**src/rtl/udp_gmii_tx.sv**
```systemverilog
// Builds Ethernet/IPv4/UDP frames from a length request and a payload byte stream and
// drives them on the GMII TX interface, including padding, CRC-32 FCS and inter-frame gap.
module udp_gmii_tx #(
    parameter logic [47:0] SRC_MAC    = 48'h02_00_00_00_00_00,
    parameter logic [47:0] DST_MAC    = 48'h11_22_33_44_55_66,
    parameter logic [31:0] SRC_IP     = 32'hC0A8_0132,
    parameter logic [31:0] DST_IP     = 32'hC0A8_0180,
    parameter logic [15:0] SRC_PORT   = 16'hC350,
    parameter logic [15:0] DST_PORT   = 16'hD903,
    parameter logic [7:0]  TTL        = 8'h40,
    parameter int unsigned IFG_CYCLES = 12
) (
    input  logic        clk,
    input  logic        rst_n,
    input  logic        tx_start_valid,
    output logic        tx_start_ready,
    input  logic [10:0] tx_len,
    input  logic [7:0]  s_tdata,
    input  logic        s_tvalid,
    output logic        s_tready,
    output logic [7:0]  gmii_txd,
    output logic        gmii_tx_en,
    output logic        gmii_tx_er,
    output logic        busy,
    output logic        frame_done,
    output logic        underrun,
    output logic        len_err
);
    typedef enum logic [3:0] {
        S_IDLE, S_PRE, S_ETH, S_IP, S_UDP, S_PAY, S_PAD, S_FCS, S_IFG
    } state_t;

    localparam logic [10:0] MAX_LEN  = 11'd1472;
    localparam logic [10:0] IFG_LAST = 11'(IFG_CYCLES);

    state_t       state, state_nxt;
    logic [10:0]  cnt, cnt_nxt;
    logic [10:0]  len_q;
    logic [10:0]  pad_len;
    logic [15:0]  ip_id;
    logic [15:0]  csum_q;
    logic [31:0]  crc_q;
    logic [15:0]  ip_total;
    logic [15:0]  udp_len;
    logic [31:0]  sum0;
    logic [31:0]  sum1;
    logic [15:0]  csum_nxt;
    logic [335:0] hdr;
    logic [335:0] hdr_sh;
    logic [5:0]   hdr_idx;
    logic [31:0]  crc_inv;
    logic [7:0]   fcs_byte;
    logic [7:0]   txd_nxt;
    logic         en_nxt;
    logic         er_nxt;
    logic         len_ok;

    function automatic logic [31:0] crc_byte(input logic [31:0] c, input logic [7:0] d);
        logic [31:0] r;
        r = c ^ {24'h0, d};
        for (int i = 0; i < 8; i++)
            r = r[0] ? ((r >> 1) ^ 32'hEDB8_8320) : (r >> 1);
        return r;
    endfunction

    assign len_ok         = (tx_len != 11'd0) && (tx_len <= MAX_LEN);
    assign tx_start_ready = (state == S_IDLE);
    assign busy           = (state != S_IDLE);
    assign ip_total       = {5'd0, len_q} + 16'd28;
    assign udp_len        = {5'd0, len_q} + 16'd8;
    assign pad_len        = (len_q < 11'd18) ? (11'd18 - len_q) : 11'd0;

    // Checksum depends only on length and ID, so it settles during the preamble.
    assign sum0 = 32'h0000_4500 + {16'h0, ip_total} + {16'h0, ip_id} + {16'h0, TTL, 8'h11}
                + {16'h0, SRC_IP[31:16]} + {16'h0, SRC_IP[15:0]}
                + {16'h0, DST_IP[31:16]} + {16'h0, DST_IP[15:0]};
    assign sum1     = {16'h0, sum0[15:0]} + {16'h0, sum0[31:16]};
    assign csum_nxt = ~(sum1[15:0] + sum1[31:16]);

    assign hdr = {DST_MAC, SRC_MAC, 16'h0800,
                  16'h4500, ip_total, ip_id, 16'h0000, TTL, 8'h11, csum_q, SRC_IP, DST_IP,
                  SRC_PORT, DST_PORT, udp_len, 16'h0000};
    assign hdr_idx = (state == S_IP)  ? cnt[5:0] + 6'd14 :
                     (state == S_UDP) ? cnt[5:0] + 6'd34 : cnt[5:0];
    assign hdr_sh  = hdr << {hdr_idx, 3'b000};
    assign crc_inv = ~crc_q;

    always_comb begin
        case (cnt[1:0])
            2'd0:    fcs_byte = crc_inv[7:0];
            2'd1:    fcs_byte = crc_inv[15:8];
            2'd2:    fcs_byte = crc_inv[23:16];
            default: fcs_byte = crc_inv[31:24];
        endcase
    end

    // Everything here describes the byte registered onto GMII at the next edge.
    always_comb begin
        state_nxt = state;
        cnt_nxt   = cnt + 11'd1;
        txd_nxt   = 8'h00;
        en_nxt    = 1'b0;
        er_nxt    = 1'b0;
        s_tready  = 1'b0;
        case (state)
            S_IDLE: begin
                cnt_nxt = 11'd0;
                if (tx_start_valid && len_ok) begin
                    state_nxt = S_PRE;
                    cnt_nxt   = 11'd1;
                    txd_nxt   = 8'h55;
                    en_nxt    = 1'b1;
                end
            end
            S_PRE: begin
                en_nxt  = 1'b1;
                txd_nxt = (cnt == 11'd7) ? 8'hD5 : 8'h55;
                if (cnt == 11'd7) begin
                    state_nxt = S_ETH;
                    cnt_nxt   = 11'd0;
                end
            end
            S_ETH, S_IP, S_UDP: begin
                en_nxt  = 1'b1;
                txd_nxt = hdr_sh[335:328];
                if (state == S_ETH && cnt == 11'd13) begin
                    state_nxt = S_IP;
                    cnt_nxt   = 11'd0;
                end else if (state == S_IP && cnt == 11'd19) begin
                    state_nxt = S_UDP;
                    cnt_nxt   = 11'd0;
                end else if (state == S_UDP && cnt == 11'd7) begin
                    state_nxt = S_PAY;
                    cnt_nxt   = 11'd0;
                end
            end
            S_PAY: begin
                en_nxt   = 1'b1;
                s_tready = s_tvalid;
                txd_nxt  = s_tvalid ? s_tdata : 8'h00;
                er_nxt   = ~s_tvalid;
                if (cnt == len_q - 11'd1) begin
                    state_nxt = (pad_len != 11'd0) ? S_PAD : S_FCS;
                    cnt_nxt   = 11'd0;
                end
            end
            S_PAD: begin
                en_nxt = 1'b1;
                if (cnt == pad_len - 11'd1) begin
                    state_nxt = S_FCS;
                    cnt_nxt   = 11'd0;
                end
            end
            S_FCS: begin
                en_nxt  = 1'b1;
                txd_nxt = fcs_byte;
                if (cnt == 11'd3) begin
                    state_nxt = S_IFG;
                    cnt_nxt   = 11'd0;
                end
            end
            S_IFG: begin
                if (cnt == IFG_LAST) begin
                    state_nxt = S_IDLE;
                    cnt_nxt   = 11'd0;
                end
            end
            default: begin
                state_nxt = S_IDLE;
                cnt_nxt   = 11'd0;
            end
        endcase
    end

    // NOTE: sequential state uses non-blocking assignments so every register samples pre-edge values.
    always_ff @(posedge clk or negedge rst_n) begin
        if (!rst_n) begin
            state <= S_IDLE;
            cnt   <= 11'd0;
        end else begin
            state <= state_nxt;
            cnt   <= cnt_nxt;
        end
    end

    // NOTE: every register here is reset, so an aborted frame leaves nothing behind to resume.
    always_ff @(posedge clk or negedge rst_n) begin
        if (!rst_n) begin
            gmii_txd   <= 8'h00;
            gmii_tx_en <= 1'b0;
            gmii_tx_er <= 1'b0;
            underrun   <= 1'b0;
            len_err    <= 1'b0;
            frame_done <= 1'b0;
            len_q      <= 11'd0;
            ip_id      <= 16'h0000;
            csum_q     <= 16'h0000;
            crc_q      <= 32'hFFFF_FFFF;
        end else begin
            gmii_txd   <= txd_nxt;
            gmii_tx_en <= en_nxt;
            gmii_tx_er <= er_nxt;
            underrun   <= (state == S_PAY) && !s_tvalid;
            len_err    <= (state == S_IDLE) && tx_start_valid && !len_ok;
            frame_done <= (state == S_IFG) && (cnt == 11'd0);
            if ((state == S_IDLE) && tx_start_valid && len_ok)
                len_q <= tx_len;
            if (state == S_PRE) begin
                csum_q <= csum_nxt;
                crc_q  <= 32'hFFFF_FFFF;
            end
            if (state inside {S_ETH, S_IP, S_UDP, S_PAY, S_PAD})
                crc_q <= crc_byte(crc_q, txd_nxt);
            if ((state == S_IFG) && (cnt == 11'd0))
                ip_id <= ip_id + 16'd1;
        end
    end
endmodule

```
**config.mk**
```make
export PLATFORM = sky130hd
export DESIGN_NAME = udp_gmii_tx
export DESIGN_NICKNAME = d
export VERILOG_FILES = /design/src/rtl/udp_gmii_tx.sv
export SDC_FILE = /design/constraint.sdc
export NUM_CORES = 1
export LEC_CHECK = 0
export CORE_UTILIZATION = 42
export DETAILED_ROUTE_END_ITERATION = 8
export HOLD_SLACK_MARGIN = 0.05
export PLACE_DENSITY = 0.59
export SETUP_SLACK_MARGIN = 0.4
export SYNTH_ARGS = -nofsm -noshare
export SYNTH_HDL_FRONTEND = slang
export SYNTH_SLANG_ARGS = --single-unit
```
**constraint.sdc**
```tcl
create_clock -name clk -period 7.4 [get_ports clk]
set_clock_uncertainty 0.2 [all_clocks]
set_input_delay 1.11 -clock clk [delete_from_list [all_inputs] [get_ports clk]]
set_output_delay 1.11 -clock clk [all_outputs]
set_load 0.02 [all_outputs]
```
Word-level counts from Yosys, hierarchy flattened
Cells that the tools add are included.

Add/subtract/negate cells: 18. Order comparisons: 2. Equal/unequal tests: 24. Shift-type cells: 1. Mux-type cells: 43. Bitwise gates (word level): 12. Reduce and logical (&&, ||, !) cells: 23.

Operators with widths (number): 333-bit by 9-bit left shift with 336-bit output (1); 32-bit two-way mux (10); 13-bit inverter with 14-bit output (8); 11-bit two-way mux (9); 11-bit case mux with 7 select lines (1); 8-bit case mux with 5 select lines (1); 4-bit two-way mux (9); 32-bit inverter (1); 32-bit by 8-bit bitwise XOR with 32-bit output (1); 4-bit case mux with 7 select lines (1); 8-bit case mux with 3 select lines (1); 21-bit by 9-bit adder with 22-bit output (second input constant) (1); 11-bit equality test (2); 11-bit by 4-bit equality test with 1-bit output (second input constant) (2); 11-bit nonzero test (2); 11-bit by 1-bit subtractor with 11-bit output (second input constant) (2); 20-bit by 16-bit adder with 21-bit output (second input constant) (1); 19-bit by 9-bit adder with 20-bit output (second input constant) (1); 18-bit by 16-bit adder with 19-bit output (second input constant) (1); 17-bit by 15-bit adder with 18-bit output (second input constant) (1); 16-bit by 16-bit adder with 17-bit output (1); 16-bit by 6-bit adder with 17-bit output (1); 15-bit by 12-bit adder with 16-bit output (first input constant) (1); 16-bit by 1-bit adder with 16-bit output (1); other kinds (39) (63).

Register bits: 103. Bits of input ports: 23. Output and inout port bits: 16. Word-level logic and storage cells: 135.

Depth between registers and ports, before layout
Gate-level depths: netlist (run 1).

Depth after elaboration: 23. Mapped depth: 35. Mapped depth without buffers: 33.

Least setup slack after synthesis (run 1)
Ideal clock, no wire load.

Path kind: reg-to-reg. Start: reg len_q[4]. End: reg csum_q[15]. Library setup time: 0.133 ns. Arrival: 7.177 ns. Data required time: 7.067 ns. Path slack: -0.110 ns. Cell stages (with the launch flop): 34. Buffers on the path: 3. Period minus slack after synthesis: 7.510 ns. Path through: dfrtp_1 -> clkbuf_1 -> clkbuf_1 -> inv_1 -> ha_1 -> a21boi_0 -> nor3_1 -> or2_2 -> ha_1 -> ha_1 -> clkbuf_1 -> a21boi_0 -> o21ai_0 -> a21oi_1 -> nor3_1 -> ha_1 -> inv_1 -> ha_1 -> nand3b_1 -> nor2_1 -> nand2_1 -> nor3_1 -> nand2_1 -> nor4_1 -> ha_1 -> nor2b_1 -> nor2b_1 -> nand2_1 -> nor2_1 -> o21ai_0 -> a2111oi_0 -> nand4_1 -> xnor2_1 -> o21ai_0.

Longest elaborated chain between the ends: 11.

Ends and longest elaborated chain: start, declared (line 38) `logic [10:0] len_q;`; start signal, assigned (line 207) `len_q <= tx_len;`; 11-bit by 5-bit adder with 12-bit output (line 69) `assign ip_total = {5'd0, len_q} + 16'd28;`; 15-bit by 12-bit adder with 16-bit output (line 74) `assign sum0 = 32'h0000_4500 + {16'h0, ip_total} + {16'h0, ip_id} + {16'h0, TTL, 8'h11}`; 16-bit by 16-bit adder with 17-bit output (line 74); 17-bit by 15-bit adder with 18-bit output (line 74); 18-bit by 16-bit adder with 19-bit output (line 75) `+ {16'h0, SRC_IP[31:16]} + {16'h0, SRC_IP[15:0]}`; 19-bit by 9-bit adder with 20-bit output (line 75); 20-bit by 16-bit adder with 21-bit output (line 76) `+ {16'h0, DST_IP[31:16]} + {16'h0, DST_IP[15:0]};`; 21-bit by 9-bit adder with 22-bit output (line 76); 16-bit by 6-bit adder with 17-bit output (line 77) `assign sum1 = {16'h0, sum0[15:0]} + {16'h0, sum0[31:16]};`; 16-bit by 1-bit adder with 16-bit output (line 78) `assign csum_nxt = ~(sum1[15:0] + sum1[31:16]);`; 16-bit inverter (line 78); end signal, assigned (line 209) `csum_q <= csum_nxt;`; end, declared (line 41) `logic [15:0] csum_q;`.

No other way between the ends. A chain may end at the register's enable or synchronous reset.

Worst setup path after layout (run 1)
Start: reg len_q[4]. End: reg csum_q[13].

The elaborated chain is that of the path after synthesis.

==> out/qor.csv, run 1 <==
metric;value;unit
max-slew-margin-rel;27.6;%
hold_violations;0;
clock-sinks;102;
grt_max_degree;71;
synth_nets;1165;
detail_route.wl_per_cell;18.8;microns
cts_root_buf;clkbuf_16;
synth-seq-area-share;27.6;%
syn_to_final_growth;10.6;%
end_kind;flip-flop;
synth_top_family_by_area;compound AO/OA/AOI/OAI gates;
synth_cells;1094;
layout-drive-gt1-share;13.1;%
fp-row-count;54;
multi_input_area;6410;sq um
synth_top_area_share;18.7;%
arrival;6.43;ns
postRouteWirelength;26100;microns
clock_latency;0.36;ns
ys.flop_type;dfrtp_1;
synth_commonest_cells;114 x xnor2_1, 93 x nand2_1, 88 x nor2_1;
portBuffers;38;
cap_violations;0;
muxShareOfSynthArea;2.19;%
outcome;completed;
synth_xor_xnor_area_share;17.1;%
synth.most_common_cell;xnor2_1;
die_area;23000;sq um
cts_tree;built;
synth_edf_count;0;
start_kind;flip-flop;
synth_top_cell_by_area;dfrtp_1;
grt_pass1_wl;43100;microns
critPathKind;flip-flop to flip-flop;
final.period_utilization;86.5;%
drtIter0Drc;476;
worst_pin_slew;1.09;ns
htreeDepth;3;
nets;1173;
synth-seq-cells;102;
drtPass1Iterations;5;
coreArea;21900;sq um
synth_async_sr_flop_share;100;%
die_w;152;microns
rsz0062_at_grt;false;
routabilityCongestion;0.896;
viasPerCell;5.83;
cpPeakStageDelay;0.38;ns
synth_compound_area_share;21.2;%
fmax;156;MHz
antenna_found_initial;0;
post_synth_and_or_nand_nor_area_fraction;20.2;%
path_common_cell;ha_1;
cts_max_path_buffers;2;
grt_usage;24.2;%
antenna_cells;0;
synth_fa_ha_area_share;6.48;%
clk_pin_slew_worst_paths;0.07;ns
ys_types;101;
drt_drc_violations_left;0;
synth_top_cells_by_area;dfrtp_1 19%, xnor2_1 11%, dfstp_2 9.0%;
cp_max_fo;7;
numCtsBuffers;9;
initial_core_util;42.9;%
ios;39;
fp.dieH;152;microns
setup_tns;0;ns
drv_slew;0;
fillers;2177;
num_vias;8093;
dp_hpwl;19600;microns
regArea;2600;sq um
min_period;6.40;ns
hold_class;flip-flop to flip-flop;
yosys_warnings;0;
first_global_vias;7743;
drtAntennaViolNets;0;
grt_overflow;0;
avgSynthCellArea;8.58;sq um
setup_viol_count_final;0;
crit_required;7.43;ns
crit_slowest_cell;dfrtp_1;
synth_area;9390;sq um
## path summary, 6_finish.rpt
kind,startpoint,slack (ns),depth (start not counted),endpoint
max in group asynchronous,rst_n,5.20,2,gmii_txd[7]
max reg2reg,len_q[4],1.00,32,csum_q[13]
min reg2reg,csum_q[4],0.27,2,csum_q[4]
min,csum_q[4],0.27,2,csum_q[4]
max,len_q[4],1.00,32,csum_q[13]
min in group asynchronous,rst_n,0.49,1,frame_done
## state kept, by name, summed over array words and instances, names as in the netlist
signal      count
gmii_txd        8
csum_q         16
ip_id          16
crc_q          32
len_q          11
len_err         1
frame_done      1
state           4
gmii_tx_en      1
gmii_tx_er      1
cnt            11
## kinds of logic (layout without fill, tap and decap cells)
family / Yosys count / after routing
AOI/OAI and AO/OA: 277 / 277
xor gates and xnor gates: 165 / 165
adders and majority gates: 48 / 48
buffers and inverters: 113 / 126
DFF: 102 / 102
muxes: 17 / 17
and+or+nand+nor: 372 / 372
## layer usage
metal	wire (microns)	part of all wire (%)	vias up	global-route usage, %
met2	12100	46	209	38.4
met3	1200	4.6	41	3.50
met5	0	0	-	0
li1	-	-	3925	-
met4	607	2.3	0	6.88
met1	12300	47	3918	34.0
## per-stage QoR
| stage | instances | cell area [sq um] | setup WS, ns | util [%] | hold slack [ns] |
|---|---|---|---|---|---|
| after floorplan | 1094 | 9400 | 0.409 | - | 0.241 |
| after global placement | 1368 | 9980 | 0.392 | 45.6 | 0.261 |
| after detailed placement | 1368 | 9980 | 0.151 | 45.6 | 0.268 |
| after CTS | 1384 | 10300 | 0.410 | 47.0 | 0.283 |
| after global routing | 1387 | 10400 | 0.445 | 47.4 | 0.313 |
| final | 1387 | 10400 | 1.00 | 47.4 | 0.275 |
## final cells by class
cell class / instances / share of cell area [%]
clock inverters: 7 / 0.627
well taps: 280 / 3.37
flip-flops and latches: 102 / 25.0
clock buffers: 9 / 2.17
inverters: 48 / 1.73
repair buffers: 62 / 5.37
multi-input cells: 879 / 61.7
## worst max-delay path: cells and delay by family (launching register included)
kind	cells	cell delay, ns
xor gates and xnor gates	2	0.25
adders and majority gates	6	1.36
buffers and inverters	2	0.18
DFF	1	0.38
and+or+nand+nor	16	3.14
AOI/OAI and AO/OA	6	0.77
## what timing repair did
item / in CTS / in global routing
setup buffers: 0 / 3
gates cloned: 0 / 0
pin swaps: 0 / 3
endpoints found under the setup margin: 5 / 10
hold buffers: 0 / 0
gates resized for setup: 3 / 21
## placed cells by master, fill, tap and decap left out, drive strengths merged, types with 5 or more instances in the layout
| master | count |
|---|---|
| xnor2 | 118 |
| nand2 | 93 |
| nor2 | 91 |
| o21ai | 74 |
| dfrtp | 70 |
| a21oi | 63 |
| inv | 51 |
| ha | 47 |
| xor2 | 44 |
| nor3 | 42 |
| clkdlybuf4s50 | 37 |
| dfstp | 32 |
| nand3 | 27 |
| buf | 25 |
| nand2b | 23 |
| nand4 | 21 |
| nor2b | 16 |
| a211oi | 14 |
| nor4 | 13 |
| and3 | 10 |
| o31ai | 10 |
| a31oi | 9 |
| clkbuf | 9 |
| o2111ai | 8 |
| mux2 | 8 |
| o211ai | 8 |
| a311oi | 8 |
| o22ai | 7 |
| o22a | 7 |
| mux2i | 7 |
| o21a | 7 |
| a21o | 7 |
| o21bai | 5 |
| a2111oi | 5 |
Power of run 1 is left out: the tool's default activity adds up to more than one toggle a clock period on the data nets, which glitch-free logic cannot reach.
==> run 2: changes to the inputs <==
--- a/config.mk
+++ b/config.mk
@@ -10,6 +10,7 @@
 export HOLD_SLACK_MARGIN = 0.05
 export PLACE_DENSITY = 0.59
 export SETUP_SLACK_MARGIN = 0.4
+export SLEW_MARGIN = 20
 export SYNTH_ARGS = -nofsm -noshare
 export SYNTH_HDL_FRONTEND = slang
 export SYNTH_SLANG_ARGS = --single-unit
==> results of run 2 <==
Same layout as run 1: the final DEF is identical, and so are final timing and power.
Power of run 2 is left out for the same reason.
==> run 3: changes to the inputs <==
--- a/config.mk
+++ b/config.mk
@@ -9,7 +9,6 @@
 export DETAILED_ROUTE_END_ITERATION = 8
 export HOLD_SLACK_MARGIN = 0.05
 export PLACE_DENSITY = 0.59
-export SETUP_SLACK_MARGIN = 0.4
 export SLEW_MARGIN = 20
 export SYNTH_ARGS = -nofsm -noshare
 export SYNTH_HDL_FRONTEND = slang
==> run 3 against run 2 <==
Against the previous run: count of clock-buffer cells in the layout stayed put; routed wire length increased by 0.76%; sequential share of layout area increased by 0.13 points.
==> out/qor.csv, run 3 (synthesized netlist as in run 1, its figures left out) <==
metric;value;unit;change
hold_violations;0;;unchanged
fp.dieH;152;microns;unchanged
path_common_cell;ha_1;;unchanged
fillers;2145;;was 2177
initial_core_util;42.9;%;unchanged
stdcell_count;1388;;was 1387
portBuffers;38;;unchanged
ios;39;;unchanged
drtAntennaViolNets;0;;unchanged
viasPerCell;5.80;;was 5.83
arrival;6.70;ns;was 6.43 ns
post-route-util;47.1;%;was 47.4%
routabilityCongestion;0.909;;was 0.896
final.period_utilization;90.0;%;was 86.5%
hold_class;flip-flop to flip-flop;;unchanged
cp_max_fo;7;;unchanged
critPathKind;flip-flop to flip-flop;;unchanged
dp.cells;1370;;was 1368
layout-drive-gt1-share;12.3;%;was 13.1%
placed_cell_area;9980;sq um;about the same
grt_usage;24.2;%;about the same
drtPass1Iterations;5;;unchanged
fp-row-count;54;;unchanged
dp_hpwl;19600;microns;about the same
nets;1174;;was 1173
detail_route.wl_per_cell;19.0;microns;was 18.8 microns
cts_tree;built;;unchanged
start_kind;flip-flop;;unchanged
grt_overflow;0;;unchanged
layout_commonest_cell;xnor2_1;;unchanged
mostFrequentLayoutCells;114 x xnor2_1, 93 x nand2_1, 87 x nor2_1;;was 113 x xnor2_1, 92 x nand2_1, 86 x nor2_1
numCtsBuffers;9;;unchanged
regMostFlops;crc_q;;unchanged
worst_pin_slew;1.01;ns;was 1.09 ns
syn_to_final_growth;9.94;%;was 10.6%
fmax;150;MHz;was 156 MHz
drt_drc_violations_left;0;;unchanged
postRouteWirelength;26300;microns;was 26100 microns
end_kind;flip-flop;;unchanged
min_period;6.66;ns;was 6.40 ns
crit_required;7.44;ns;was 7.43 ns
clock-sinks;102;;unchanged
crit_slowest_cell;ha_2;;was dfrtp_1
top_regs;crc_q: 32 flops, csum_q: 16 flops, ip_id: 16 flops;;unchanged
largest_reg_flops;32;;unchanged
num_vias;8056;;was 8093
die_area;23000;sq um;unchanged
cts_max_path_buffers;2;;unchanged
outcome;completed;;unchanged
setup_viol_count_final;0;;unchanged
cap_violations;0;;unchanged
finish.instance_area;10300;sq um;was 10400 sq um
die_w;152;microns;unchanged
drtIter0Drc;618;;was 476
grt_max_degree;59;;was 71
antenna_cells;0;;unchanged
max-slew-margin-rel;32.4;%;was 27.6%
setup_tns;0;ns;unchanged
cpPeakStageDelay;0.39;ns;was 0.38 ns
clock_latency;0.37;ns;was 0.36 ns
htreeDepth;3;;unchanged
first_global_vias;7835;;was 7743
antenna_found_initial;0;;unchanged
clk_pin_slew_worst_paths;0.08;ns;was 0.07 ns
cts_root_buf;clkbuf_16;;unchanged
drv_slew;0;;unchanged
coreArea;21900;sq um;unchanged
grt_pass1_wl;42900;microns;was 43100 microns
-- run 3: cell types whose count changed in the layout (fill, tap and decap cells not counted), sizes merged --
cell      change
buf           +1
clkinv        +1
clkinvlp      -1
-- run 3: final cells by class --
type	instances	area, sq um	area share, %
flip-flops and latches	102	2590	25.1
clock buffers	9	225	2.18
multi-input cells	879	6340	61.4
clock inverters	7	66.3	0.643
well taps	280	350	3.39
repair buffers	63	566	5.48
inverters	48	180	1.75
-- run 3: per-layer routing --
metal	share of wire (%)	global-route usage [%]	wire length [microns]	up-vias
met2	48	40.2	12500	220
li1	-	-	-	3927
met1	46	33.1	12200	3881
met3	4.1	2.66	1080	28
met4	1.8	7.13	479	0
met5	0	0	0	-
-- run 3: worst paths after layout --
path | from | to | slack, ns | cells past startpoint
worst min-delay path | csum_q[4] | csum_q[4] | 0.28 | 2
worst max register to register | len_q[3] | csum_q[13] | 0.74 | 33
worst min register to register | csum_q[4] | csum_q[4] | 0.28 | 2
max in group asynchronous | rst_n | ip_id[12] | 5.28 | 2
worst max-delay path | len_q[3] | csum_q[13] | 0.74 | 33
min in group asynchronous | rst_n | gmii_txd[0] | 0.52 | 1
-- run 3: worst max-delay path: cells and delay by family, from the launching register on --
kind / cells / cell delay [ns]
compound gates: 6 / 0.79
xor+xnor: 2 / 0.28
fa+ha+maj: 6 / 1.37
buf+inv: 3 / 0.29
flops: 1 / 0.37
simple gates: 16 / 3.24
-- run 3: repair_timing --
item	4_1_cts	5_1_grt
endpoints found under the setup margin	0	7
resized for setup	0	10
setup buffers	0	2
hold buffers	0	0
-- run 3: through the flow --
stage	hold WS, ns	setup slack (ns)
final	0.279	0.743
after global routing	0.312	-0.0223
after CTS	0.285	0.210
after detailed placement	0.269	0.225
after global placement	0.261	0.404
after floorplan	0.241	0.0134
Power of run 3 is left out for the same reason.
